--- src/rtl/pipe_stage_reg.sv ---
// rtl/pipe_stage_reg.sv - Parametrised valid/ready pipeline stage register with stall, flush and optional skid entry
//
// Build option: define PIPE_STAGE_SKID_EN for a two-entry (main + skid) stage
// with a registered in_ready. Without it the stage holds a single entry and
// in_ready is combinational.

module pipe_stage_reg #(
  parameter int                CTRL_W   = 9,
  parameter int                DATA_W   = 143,
  parameter logic [DATA_W-1:0] DATA_RST = '0
) (
  input  logic              clk,
  input  logic              rst_n,
  input  logic              flush,
  input  logic              in_valid,
  output logic              in_ready,
  input  logic [CTRL_W-1:0] in_ctrl,
  input  logic [DATA_W-1:0] in_data,
  output logic              out_valid,
  input  logic              out_ready,
  output logic [CTRL_W-1:0] out_ctrl,
  output logic [DATA_W-1:0] out_data
);

  logic              r_valid;
  logic [CTRL_W-1:0] r_ctrl;
  logic [DATA_W-1:0] r_data;
  logic              w_in_fire;

`ifdef PIPE_STAGE_SKID_EN

  logic              r_skid_valid;
  logic [CTRL_W-1:0] r_skid_ctrl;
  logic [DATA_W-1:0] r_skid_data;
  logic              w_main_free;

  // Ready comes straight from a flop, so it never depends on out_ready.
  assign in_ready    = !r_skid_valid;
  assign w_in_fire   = in_valid & in_ready;
  // Main entry can take new contents this edge (empty or being drained).
  assign w_main_free = !r_valid | out_ready;

  // Main valid: refilled from skid first (FIFO order), otherwise from input.
  always_ff @(posedge clk or negedge rst_n) begin
    if (!rst_n) begin
      r_valid <= 1'b0;
    end else if (flush) begin
      r_valid <= 1'b0;
    end else if (w_main_free) begin
      r_valid <= r_skid_valid | w_in_fire;
    end
  end

  // Main payload: written only when something actually moves into it.
  always_ff @(posedge clk or negedge rst_n) begin
    if (!rst_n) begin
      r_ctrl <= '0;
      r_data <= DATA_RST;
    end else if (!flush && w_main_free) begin
      if (r_skid_valid) begin
        r_ctrl <= r_skid_ctrl;
        r_data <= r_skid_data;
      end else if (w_in_fire) begin
        r_ctrl <= in_ctrl;
        r_data <= in_data;
      end
    end
  end

  // Skid valid: fills when input arrives while main is stalled, empties when main frees.
  always_ff @(posedge clk or negedge rst_n) begin
    if (!rst_n) begin
      r_skid_valid <= 1'b0;
    end else if (flush) begin
      r_skid_valid <= 1'b0;
    end else if (w_main_free) begin
      r_skid_valid <= 1'b0;
    end else if (w_in_fire) begin
      r_skid_valid <= 1'b1;
    end
  end

  // Skid payload: captures the input that could not go to a stalled main entry.
  always_ff @(posedge clk or negedge rst_n) begin
    if (!rst_n) begin
      r_skid_ctrl <= '0;
      r_skid_data <= DATA_RST;
    end else if (!flush && !w_main_free && w_in_fire) begin
      r_skid_ctrl <= in_ctrl;
      r_skid_data <= in_data;
    end
  end

`else

  // Accept when empty, draining, or flushing (flush discards input, so never block upstream).
  assign in_ready  = flush | !r_valid | out_ready;
  assign w_in_fire = in_valid & in_ready;

  // Valid: cleared by flush, otherwise follows the input whenever the slot opens.
  always_ff @(posedge clk or negedge rst_n) begin
    if (!rst_n) begin
      r_valid <= 1'b0;
    end else if (flush) begin
      r_valid <= 1'b0;
    end else if (in_ready) begin
      r_valid <= in_valid;
    end
  end

  // Payload: loaded only on an accepted input so idle cycles do not toggle it.
  always_ff @(posedge clk or negedge rst_n) begin
    if (!rst_n) begin
      r_ctrl <= '0;
      r_data <= DATA_RST;
    end else if (!flush && w_in_fire) begin
      r_ctrl <= in_ctrl;
      r_data <= in_data;
    end
  end

`endif

  // A bubble must never carry write enables, so control is gated by valid.
  assign out_valid = r_valid;
  assign out_ctrl  = r_valid ? r_ctrl : '0;
  assign out_data  = r_data;

endmodule

--- config.mk ---
export PLATFORM = sky130hd
export DESIGN_NAME = pipe_stage_reg
export DESIGN_NICKNAME = d
export VERILOG_FILES = /design/src/rtl/pipe_stage_reg.sv
export SDC_FILE = /design/constraint.sdc
export NUM_CORES = 1
export LEC_CHECK = 0
export BUFFER_PORTS_ARGS = -buffer_cell sky130_fd_sc_hd__buf_4
export CORE_MARGIN = 4
export CORE_UTILIZATION = 46
export CTS_CLUSTER_SIZE = 8
export DETAILED_ROUTE_END_ITERATION = 8
export PLACE_DENSITY = 0.8
export SYNTH_ARGS = -nofsm -noshare
export SYNTH_HDL_FRONTEND = slang
export SYNTH_SLANG_ARGS = --single-unit
--- constraint.sdc ---
create_clock -name clk -period 2.2 [get_ports clk]
set_input_delay 0.11 -clock clk [delete_from_list [all_inputs] [get_ports clk]]
set_output_delay 0.11 -clock clk [all_outputs]
set_load 0.05 [all_outputs]
# Word-level counts from Yosys, hierarchy flattened
# Cells that the tools add are included.
# classes
muxes	3
bitwise	3
reduce_logical	4
# op_table
operator	count
$mux 9	1
$logic_not 1->1	2
$mux 1	2
$or 1x1->1	2
$reduce_bool 2->1	1
$and 1x1->1	1
$logic_and 1x1->1	1
# word_totals
ff_bits	153
in_bits	157
out_inout_bits	154
word_cells	13

# Logic depth before layout (Yosys ltp)
# Gate-level depths: netlist of the first run.
# depth
depth_word	5
depth_mapped	6
mapped_depth_nobuf	3

# Least setup slack after synthesis of the first run
# Ideal clock, no wire load.
# synth_timing
path_type	flip-flop to flip-flop
start	register r_valid (netlist: out_valid)
end	register r_data[100] (netlist: out_data[100])
setup_time_ns	0.125
arrival_ns	1.703
required_ns	2.075
path_slack_ns	0.372
path_stages_with_launch	7
path_buffers	3
period_less_slack_ns	1.828
path_cell_list	dfrtp_1 -> nor2b_4 -> nor3b_2 -> buf_6 -> buf_12 -> buf_6 -> mux2_4
# synth_via
elab_chain_len	5
# synth_lines
item	line	text
start: declaration	25	logic r_valid;
start signal: assignment	107	r_valid <= in_valid;
$logic_not 1->1	97	assign in_ready = flush | !r_valid | out_ready;
$or 1x1->1 (2 in series)	97	
$and 1x1->1	98	assign w_in_fire = in_valid & in_ready;
$logic_and 1x1->1	116	end else if (!flush && w_in_fire) begin
end signal: assignment	118	r_data <= in_data;
end: declaration	27	logic [DATA_W-1:0] r_data;
# Every way passes these cells.
# A chain may end at the register's enable or synchronous reset.

# Worst setup path in the final report of the first run
# layout_timing
start	register r_valid (netlist: out_valid)
end	register r_data[39] (netlist: out_data[39])
# The elaborated chain is that of the path after synthesis.

==> results.json, run 1 <==
{
  "ys_ff_latch": 153,
  "grt_max_degree": 73,
  "die-area_um2": 15200,
  "totalWireLength_mm": 20.9,
  "vias": 4901,
  "drive_gt1_frac": 0.606,
  "yosys_warnings": 0,
  "finalSetupTns_ps": 0,
  "dr_wl_met3_mm": 1.52,
  "antenna_found_initial": 1,
  "fmax_mhz": 521,
  "h-tree-depth": 4,
  "cts_tree": "yes",
  "grt_pass1_vias": 5608,
  "die_w_um": 123,
  "yosysTopAreaCell": "dfrtp_1",
  "final_area_um2": 10700,
  "tightest_slew_ps": 606,
  "power_per_cell_area_nw_per_um2": 962,
  "area_growth_pct": 76.3,
  "gp_congestion": 0.739,
  "placed_area_um2": 8620,
  "rows": 41,
  "ant_nets": 0,
  "slew_headroom": 0.596,
  "setup_viol": 0,
  "finalMaxSlewViolations": 0,
  "synthesis.area_um2": 6090,
  "min_period_ps": 1920,
  "final_hold_viol_count": 0,
  "synth_cells": 336,
  "cp.required_ps": 2490,
  "cts.sinks": 153,
  "wl_per_cell_um": 20.9,
  "dp_worst_setup_slack_ps": 294,
  "syn_nets": 493,
  "die_y_um": 123,
  "fin_nets": 969,
  "cts_root_buf": "clkbuf_16",
  "cp-end-kind": "flip-flop",
  "hold_path_class": "input port to async pin",
  "ir_worst_vdd_v": 0.000647,
  "grt_overflow": 0,
  "first_pass_iters": 5,
  "num_io_pins": 311,
  "core-area_um2": 12800,
  "wl_met2_mm": 11.3,
  "p_leak_nw": 5.19,
  "run_status": "complete, no violations",
  "met1_length_mm": 7.30,
  "rsz0062_at_grt": "no",
  "grt_pass1_wl_mm": 30.8,
  "syn_avg_cell_area_um2": 18.1,
  "synth_area_leaders": "dfrtp_1 63%, mux2_4 20%, mux2_2 13%",
  "finalClockSkew_ps": 7.71,
  "critPathMaxFanout": 72,
  "yosysTopAreaCellShare": 0.628,
  "clk_latency_ps": 420,
  "critPathArrivalTime_ps": 2210,
  "timing.final.ws_setup_ps": 281,
  "io_buffer_count": 310,
  "seq_area_frac_synth": 0.628,
  "hpwl_mm": 12.0,
  "via_per_inst": 4.91,
  "drtIter0Drc": 245,
  "start_util": 0.477,
  "fin_crit_sh": 0.872,
  "critical_path_class": "flip-flop to flip-flop",
  "rrSetupSlack_ps": 280,
  "drv_cap": 0,
  "cts_buffers": 17,
  "path_clk_slew_ps": 60,
  "drc": 0,
  "cp-start-kind": "flip-flop",
  "postCtsSetupRepairBufs": 0,
  "top_layer_used": "met4",
  "yosysUniqueCellTypes": 11,
  "clk_path_buf_depth": 2,
  "gr-usage-all-layers": 0.273
}
area by class of cell:
cell class / count / area, µm²
timing repair buffer: 474 / 4010
clock buffer: 24 / 472
antenna: 1 / 2.50
fill: 581 / 2030
tap: 172 / 215
clock inverter: 8 / 95.1
multi-input combinational: 166 / 2110
sequential: 153 / 3830
critical path, cell delays in order, from the launching register on:
cell and delay [ps]:
dfrtp_1 470, nor2b_4 190, nor3b_4 290, buf_12 420
mux2_2 420
final timing paths:
kind                            depth (start not counted)                  start                         to
worst max-delay path                                    4  out_valid$_DFFE_PN0P_   out_data[39]$_DFFE_PN0P_
worst min-delay path                                    2                  rst_n  out_data[136]$_DFFE_PN0P_
worst max register to register                          4  out_valid$_DFFE_PN0P_   out_data[39]$_DFFE_PN0P_
worst min register to register                          1  r_ctrl[2]$_DFFE_PN0P_      r_ctrl[2]$_DFFE_PN0P_
max in group asynchronous                               3                  rst_n  out_data[127]$_DFFE_PN0P_
min in group clk                                        4               in_valid  out_data[103]$_DFFE_PN0P_
metal layers:
metal  GRT usage  vias to the layer above
li1            -                     2135
met1       0.292                     2444
met2       0.501                      268
met3      0.0764                       54
met4       0.120                        0
met5           0                        -
cell families after synthesis:
family | after synthesis | share of synthesized area
flops | 153 | 0.628
mux | 152 | 0.330
buf+inv | 17 | 0.0257
simple gates | 14 | 0.0158
through the flow:
step / cells / total power, mW / util / hold slack [ps]
final: 998 / 10.3 / 0.841 / 242
after detailed placement: 810 / 7.20 / 0.675 / 132
after global placement: 810 / 7.13 / 0.675 / 113
after CTS: 997 / 10.3 / 0.841 / 257
after floorplan: 336 / 5.94 / - / -186
after global routing: 998 / 10.7 / 0.841 / 289
placed cells by master (no fill, tap or decap):
cell,instances
nor2_1,2
buf_4,313
nor2b_4,1
mux2_2,72
clkbuf_16,17
diode_2,1
buf_12,5
clkbuf_1,5
mux2_4,80
dlygate4sd3_1,155
clkbuf_8,2
dfrtp_1,153
buf_6,1
clkinv_2,4
nand2b_1,1
clkinvlp_4,2
nor3b_4,1
bufinv_16,2
and2_1,9
sequential cells by signal, summed over array words and instances, names as in the netlist:
register and flops:
r_ctrl 9, out_valid 1, out_data 143
synth_stat cells (all sizes together):
cell type	count
nand2b	1
and2	9
nor2b	1
nor3b	1
dfrtp	153
buf	17
mux2	152
nor2	2
power by group:
group,switching (mW),internal [mW]
sequential,0.327,3.30
combinational,2.36,1.51
clock,1.12,1.72
total,3.80,6.53
timing repair:
action	4_1_cts	5_1_grt
resized for setup	0	0
hold buffers	155	0
endpoints found under the hold margin	212	0
(Power assumes the default switching activity.)
==> run 2, diff against run 1 <==
Settings changed: CORE_UTILIZATION 46 to 47, CTS_BUF_LIST set to sky130_fd_sc_hd__clkbuf_2, PLACE_DENSITY 0.8 to 0.81, RECOVER_POWER set to 50, SKIP_CTS_REPAIR_TIMING set to 1.
==> run 2 against run 1 <==
The flow now finishes with violations (capacitance limit, slew limit). Fmax is 4.8% lower. Cell area is 6.6% lower. Total power is 15% lower. Largest power group unchanged. Highest routed layer unchanged.
==> results.json, run 2 (synthesis gave the netlist of run 1 again) <==
{
  "drtIter0Drc": 210,
  "io_buffer_count": 310,
  "grt_max_degree": 80,
  "regArea_um2": 3830,
  "clk_latency_ps": 710,
  "p_leak_nw": 4.73,
  "hold_start": "in_data[33]",
  "setup_viol": 0,
  "p_int_mw": 5.07,
  "hold_path_class": "input port to flip-flop",
  "grt_pass1_wl_mm": 23.9,
  "via_per_inst": 4.96,
  "clk_path_buf_depth": 2,
  "critPathMaxFanout": 73,
  "cts_buffers": 17,
  "area_growth_pct": 64.7,
  "wl_per_cell_um": 21.6,
  "finalClockSkew_ps": 20.1,
  "dp_worst_setup_slack_ps": 245,
  "power.switching_mw": 3.66,
  "num_io_pins": 311,
  "cts_root_buf": "clkbuf_2",
  "start_util": 0.481,
  "min_period_ps": 2010,
  "core-area_um2": 12700,
  "drive_gt1_frac": 0.510,
  "final_hold_viol_count": 0,
  "final_area_um2": 10000,
  "h-tree-depth": 4,
  "p_seq_frac": 0.414,
  "die_y_um": 122,
  "comb_power_share": 0.417,
  "antenna_found_initial": 2,
  "cts.sinks": 153,
  "hpwl_mm": 12.0,
  "reg2reg_depth": 4,
  "multi_input_area_um2": 2110,
  "crit_start": "out_valid$_DFFE_PN0P_",
  "mostFrequentLayoutCell": "buf_4",
  "fin_util": 0.792,
  "cp.required_ps": 2780,
  "timing.final.ws_setup_ps": 185,
  "drv_cap": 1,
  "fmax_mhz": 496,
  "violations": "capacitance limit, slew limit",
  "swShare": 0.419,
  "largest_reg_flops": 143,
  "cp-start-kind": "flip-flop",
  "fin_nets": 966,
  "grt_overflow": 0,
  "placed_area_um2": 8560,
  "reg2reg_from": "out_valid$_DFFE_PN0P_",
  "drc": 0,
  "power_per_cell_area_nw_per_um2": 870,
  "clkPwrFrac": 0.168,
  "rsz0062_at_grt": "no",
  "vias": 4932,
  "slew_headroom": -0.0143,
  "most-common-layout-cells": "233 x buf_4, 156 x dlygate4sd3_1, 153 x dfrtp_1",
  "hold-path-cell-count": 3,
  "finalSetupTns_ps": 0,
  "gr-usage-all-layers": 0.212,
  "ir_worst_vdd_v": 0.000496,
  "finalMaxSlewViolations": 61,
  "totalWireLength_mm": 21.5,
  "path_clk_slew_ps": 210,
  "die_w_um": 122,
  "fillers": 736,
  "critical_path_class": "flip-flop to flip-flop",
  "grt_pass1_vias": 4435,
  "run_status": "finished with violations",
  "rows": 41,
  "ant_nets": 0,
  "critPathArrivalTime_ps": 2600,
  "cts_tree": "yes",
  "gp_congestion": 0.757,
  "cp-end-kind": "flip-flop",
  "fin_crit_sh": 0.916,
  "tightest_slew_ps": 1520,
  "first_pass_iters": 6,
  "die-area_um2": 14800
}
## run 2: cell types whose count changed in the layout (fill, tap and decap cells not counted)
cell           before  now
clkbuf_8            2    0
buf_12              5    3
clkbuf_2            0   21
buf_4             313  233
buf_6               1    0
dlygate4sd3_1     155  156
clkinvlp_4          2    3
clkinv_2            4    2
clkinv_1            0    4
clkbuf_1            5   77
clkbuf_16          17    0
diode_2             1    2
## run 2: layer usage
metal	routed length, µm	vias up	track usage
met5	0	-	0
met4	886	0	0.0749
met3	1530	66	0.104
met2	11600	249	0.365
met1	7420	2490	0.227
li1	-	2127	-
## run 2: per-stage QoR
step           hold WS (ps)  total power, mW  instances
6_report                165             8.73        994
4_1_cts                -705             8.64        836
3_3_place_gp            115             7.12        806
5_1_grt                 107             9.04        994
2_1_floorplan          -186             5.94        336
3_5_place_dp            121             7.19        806
## run 2: worst paths after layout
check	endpoint	slack [ps]
setup / recovery	out_data[45]$_DFFE_PN0P_	190
hold / removal	out_data[33]$_DFFE_PN0P_	170
setup reg to reg	out_data[45]$_DFFE_PN0P_	190
hold reg to reg	r_ctrl[4]$_DFFE_PN0P_	530
max in group asynchronous	out_data[80]$_DFFE_PN0P_	300
min in group asynchronous	out_data[103]$_DFFE_PN0P_	840
## run 2: worst max-delay path, stage by stage, from the launching register on
cell	delay, ps
dfrtp_1	540
nor2b_4	200
nor3b_4	290
buf_12	450
mux2_2	410
## run 2: cell type report
type / count / share of cell area
clock inverter: 11 / 0.0107
tap: 172 / 0.0214
antenna: 2 / 0.000499
clock buffer: 19 / 0.00948
timing repair buffer: 471 / 0.366
sequential: 153 / 0.381
multi-input combinational: 166 / 0.211
## run 2: power groups by stage
stage	registers (mW)	logic, mW	clock network, mW
after floorplan	5.19	0.755	0
after global placement	3.59	3.53	0
after detailed placement	3.62	3.57	0
after CTS	3.57	3.57	1.49
after global routing	3.66	3.76	1.61
final	3.62	3.65	1.47
==> run 3, diff against run 2 <==
Settings changed: ABC_CLOCK_PERIOD_IN_PS set to 1900.
Clock period 2.2 ns to 1.9 ns, I/O delays scaled along.
==> run 3 against run 2 <==
The flow now finishes without violations. Via count down 0.10%. Critical path depth down 1. Sequential share of layout area down 0.72 points. Worst setup slack worse by 54 ps. Critical path type is now flip-flop to primary output. Largest cell class is now buffers.
==> results.json, run 3 (synthesis gave the netlist of run 1 again) <==
{
  "core-area_um2": 12700,
  "cp-start-kind": "flip-flop",
  "ir_worst_vdd_v": 0.000704,
  "hold-path-cell-count": 4,
  "run_status": "complete, no violations",
  "area_growth_pct": 67.9,
  "cts.sinks": 153,
  "fin_crit_sh": 0.931,
  "critPathMaxFanout": 10,
  "cp-end-kind": "primary output",
  "fillers": 649,
  "min_period_ps": 1770,
  "setup_viol": 0,
  "drc": 0,
  "dp.cells": 813,
  "critical_path_class": "flip-flop to primary output",
  "most-common-layout-cells": "236 x buf_4, 156 x dlygate4sd3_1, 153 x dfrtp_1",
  "fin_nets": 974,
  "grt_pass1_wl_mm": 24.0,
  "drv_cap": 0,
  "totalWireLength_mm": 21.2,
  "wl_per_cell_um": 21.1,
  "cp.required_ps": 1800,
  "grt_overflow": 0,
  "cts_buffers": 17,
  "gp_congestion": 0.784,
  "vias": 4927,
  "tightest_slew_ps": 775,
  "num_io_pins": 311,
  "antenna_found_initial": 0,
  "first_pass_iters": 4,
  "largest_reg_flops": 143,
  "mostFrequentLayoutCell": "buf_4",
  "slew_headroom": 0.483,
  "hpwl_mm": 12.4,
  "clk_latency_ps": 710,
  "hold_path_class": "input port to flip-flop",
  "critPathArrivalTime_ps": 1670,
  "io_buffer_count": 310,
  "timing.final.ws_setup_ps": 131,
  "num_antenna_cells": 0,
  "grt_max_degree": 66,
  "power_per_cell_area_nw_per_um2": 998,
  "fin_cells": 1002,
  "gr-usage-all-layers": 0.215,
  "cts_root_buf": "clkbuf_2",
  "clk_path_buf_depth": 2,
  "fmax_mhz": 565,
  "drtIter0Drc": 243,
  "reg2reg_depth": 5,
  "die_w_um": 122,
  "total_power_mw": 10.2,
  "finalMaxSlewViolations": 0,
  "die_y_um": 122,
  "finalClockSkew_ps": 26.9,
  "h-tree-depth": 4,
  "drive_gt1_frac": 0.602,
  "final_hold_viol_count": 0,
  "die-area_um2": 14800,
  "dp_worst_setup_slack_ps": 194,
  "p_leak_nw": 5.01,
  "path_clk_slew_ps": 240,
  "start_util": 0.481,
  "cts_tree": "yes",
  "rows": 41,
  "ant_nets": 0,
  "grt_pass1_vias": 4492,
  "via_per_inst": 4.92
}
-- run 3: cell count changes in the layout (fill, tap and decap cells not counted), sizes merged --
cell and delta:
buf +6, clkinv +2, clkbuf +3, clkinvlp -1
diode -2
-- run 3: stage by stage --
stage | hold WS (ps) | setup TNS (ps) | area (µm²) | utilization
3_3_place_gp | 62.1 | 0 | 8650 | 0.683
3_5_place_dp | 67.5 | 0 | 8650 | 0.683
4_1_cts | -766 | 0 | 8860 | 0.699
5_1_grt | 16.4 | -1.06 | 10200 | 0.807
2_1_floorplan | -201 | 0 | 6090 | -
6_report | 82.8 | 0 | 10200 | 0.807
-- run 3: metal layers --
| layer | vias up | GRT usage | share of wire |
|---|---|---|---|
| met4 | 0 | 0.0833 | 0.039 |
| met5 | - | 0 | 0 |
| met3 | 60 | 0.105 | 0.078 |
| met1 | 2467 | 0.235 | 0.35 |
| li1 | 2138 | - | - |
| met2 | 262 | 0.359 | 0.53 |
-- run 3: area by class of cell --
type	instances	area, µm²	area share
Clock buffer	20	100	0.00979
Clock inverter	12	108	0.0105
Multi-Input combinational cell	166	2110	0.207
Sequential cell	153	3830	0.374
Tap cell	172	215	0.0210
Timing Repair Buffer	479	3860	0.378
-- run 3: critical path, cell delays in order, from the launching register on --
cell and delay, ps:
dfrtp_1 410, buf_4 180, and2_1 180, buf_4 210
-- run 3: path summary, 6_finish.rpt --
path / startpoint / endpoint / slack, ps
hold reg to reg: out_data[92]$_DFFE_PN0P_ / out_data[92]$_DFFE_PN0P_ / 530
setup / recovery: out_valid$_DFFE_PN0P_ / out_ctrl[2] / 130
min in group asynchronous: rst_n / out_data[51]$_DFFE_PN0P_ / 990
max in group asynchronous: rst_n / out_data[13]$_DFFE_PN0P_ / 160
setup reg to reg: out_valid$_DFFE_PN0P_ / out_data[105]$_DFFE_PN0P_ / 140
hold / removal: in_valid / out_data[42]$_DFFE_PN0P_ / 80
-- run 3: report_power, final --
group	switching (mW)	internal, mW	total, mW	leakage [nW]
logic	2.74	1.58	4.33	3.08
clock network	1.12	0.586	1.71	0.129
registers	0.374	3.81	4.18	1.80
total	4.24	5.98	10.2	5.01
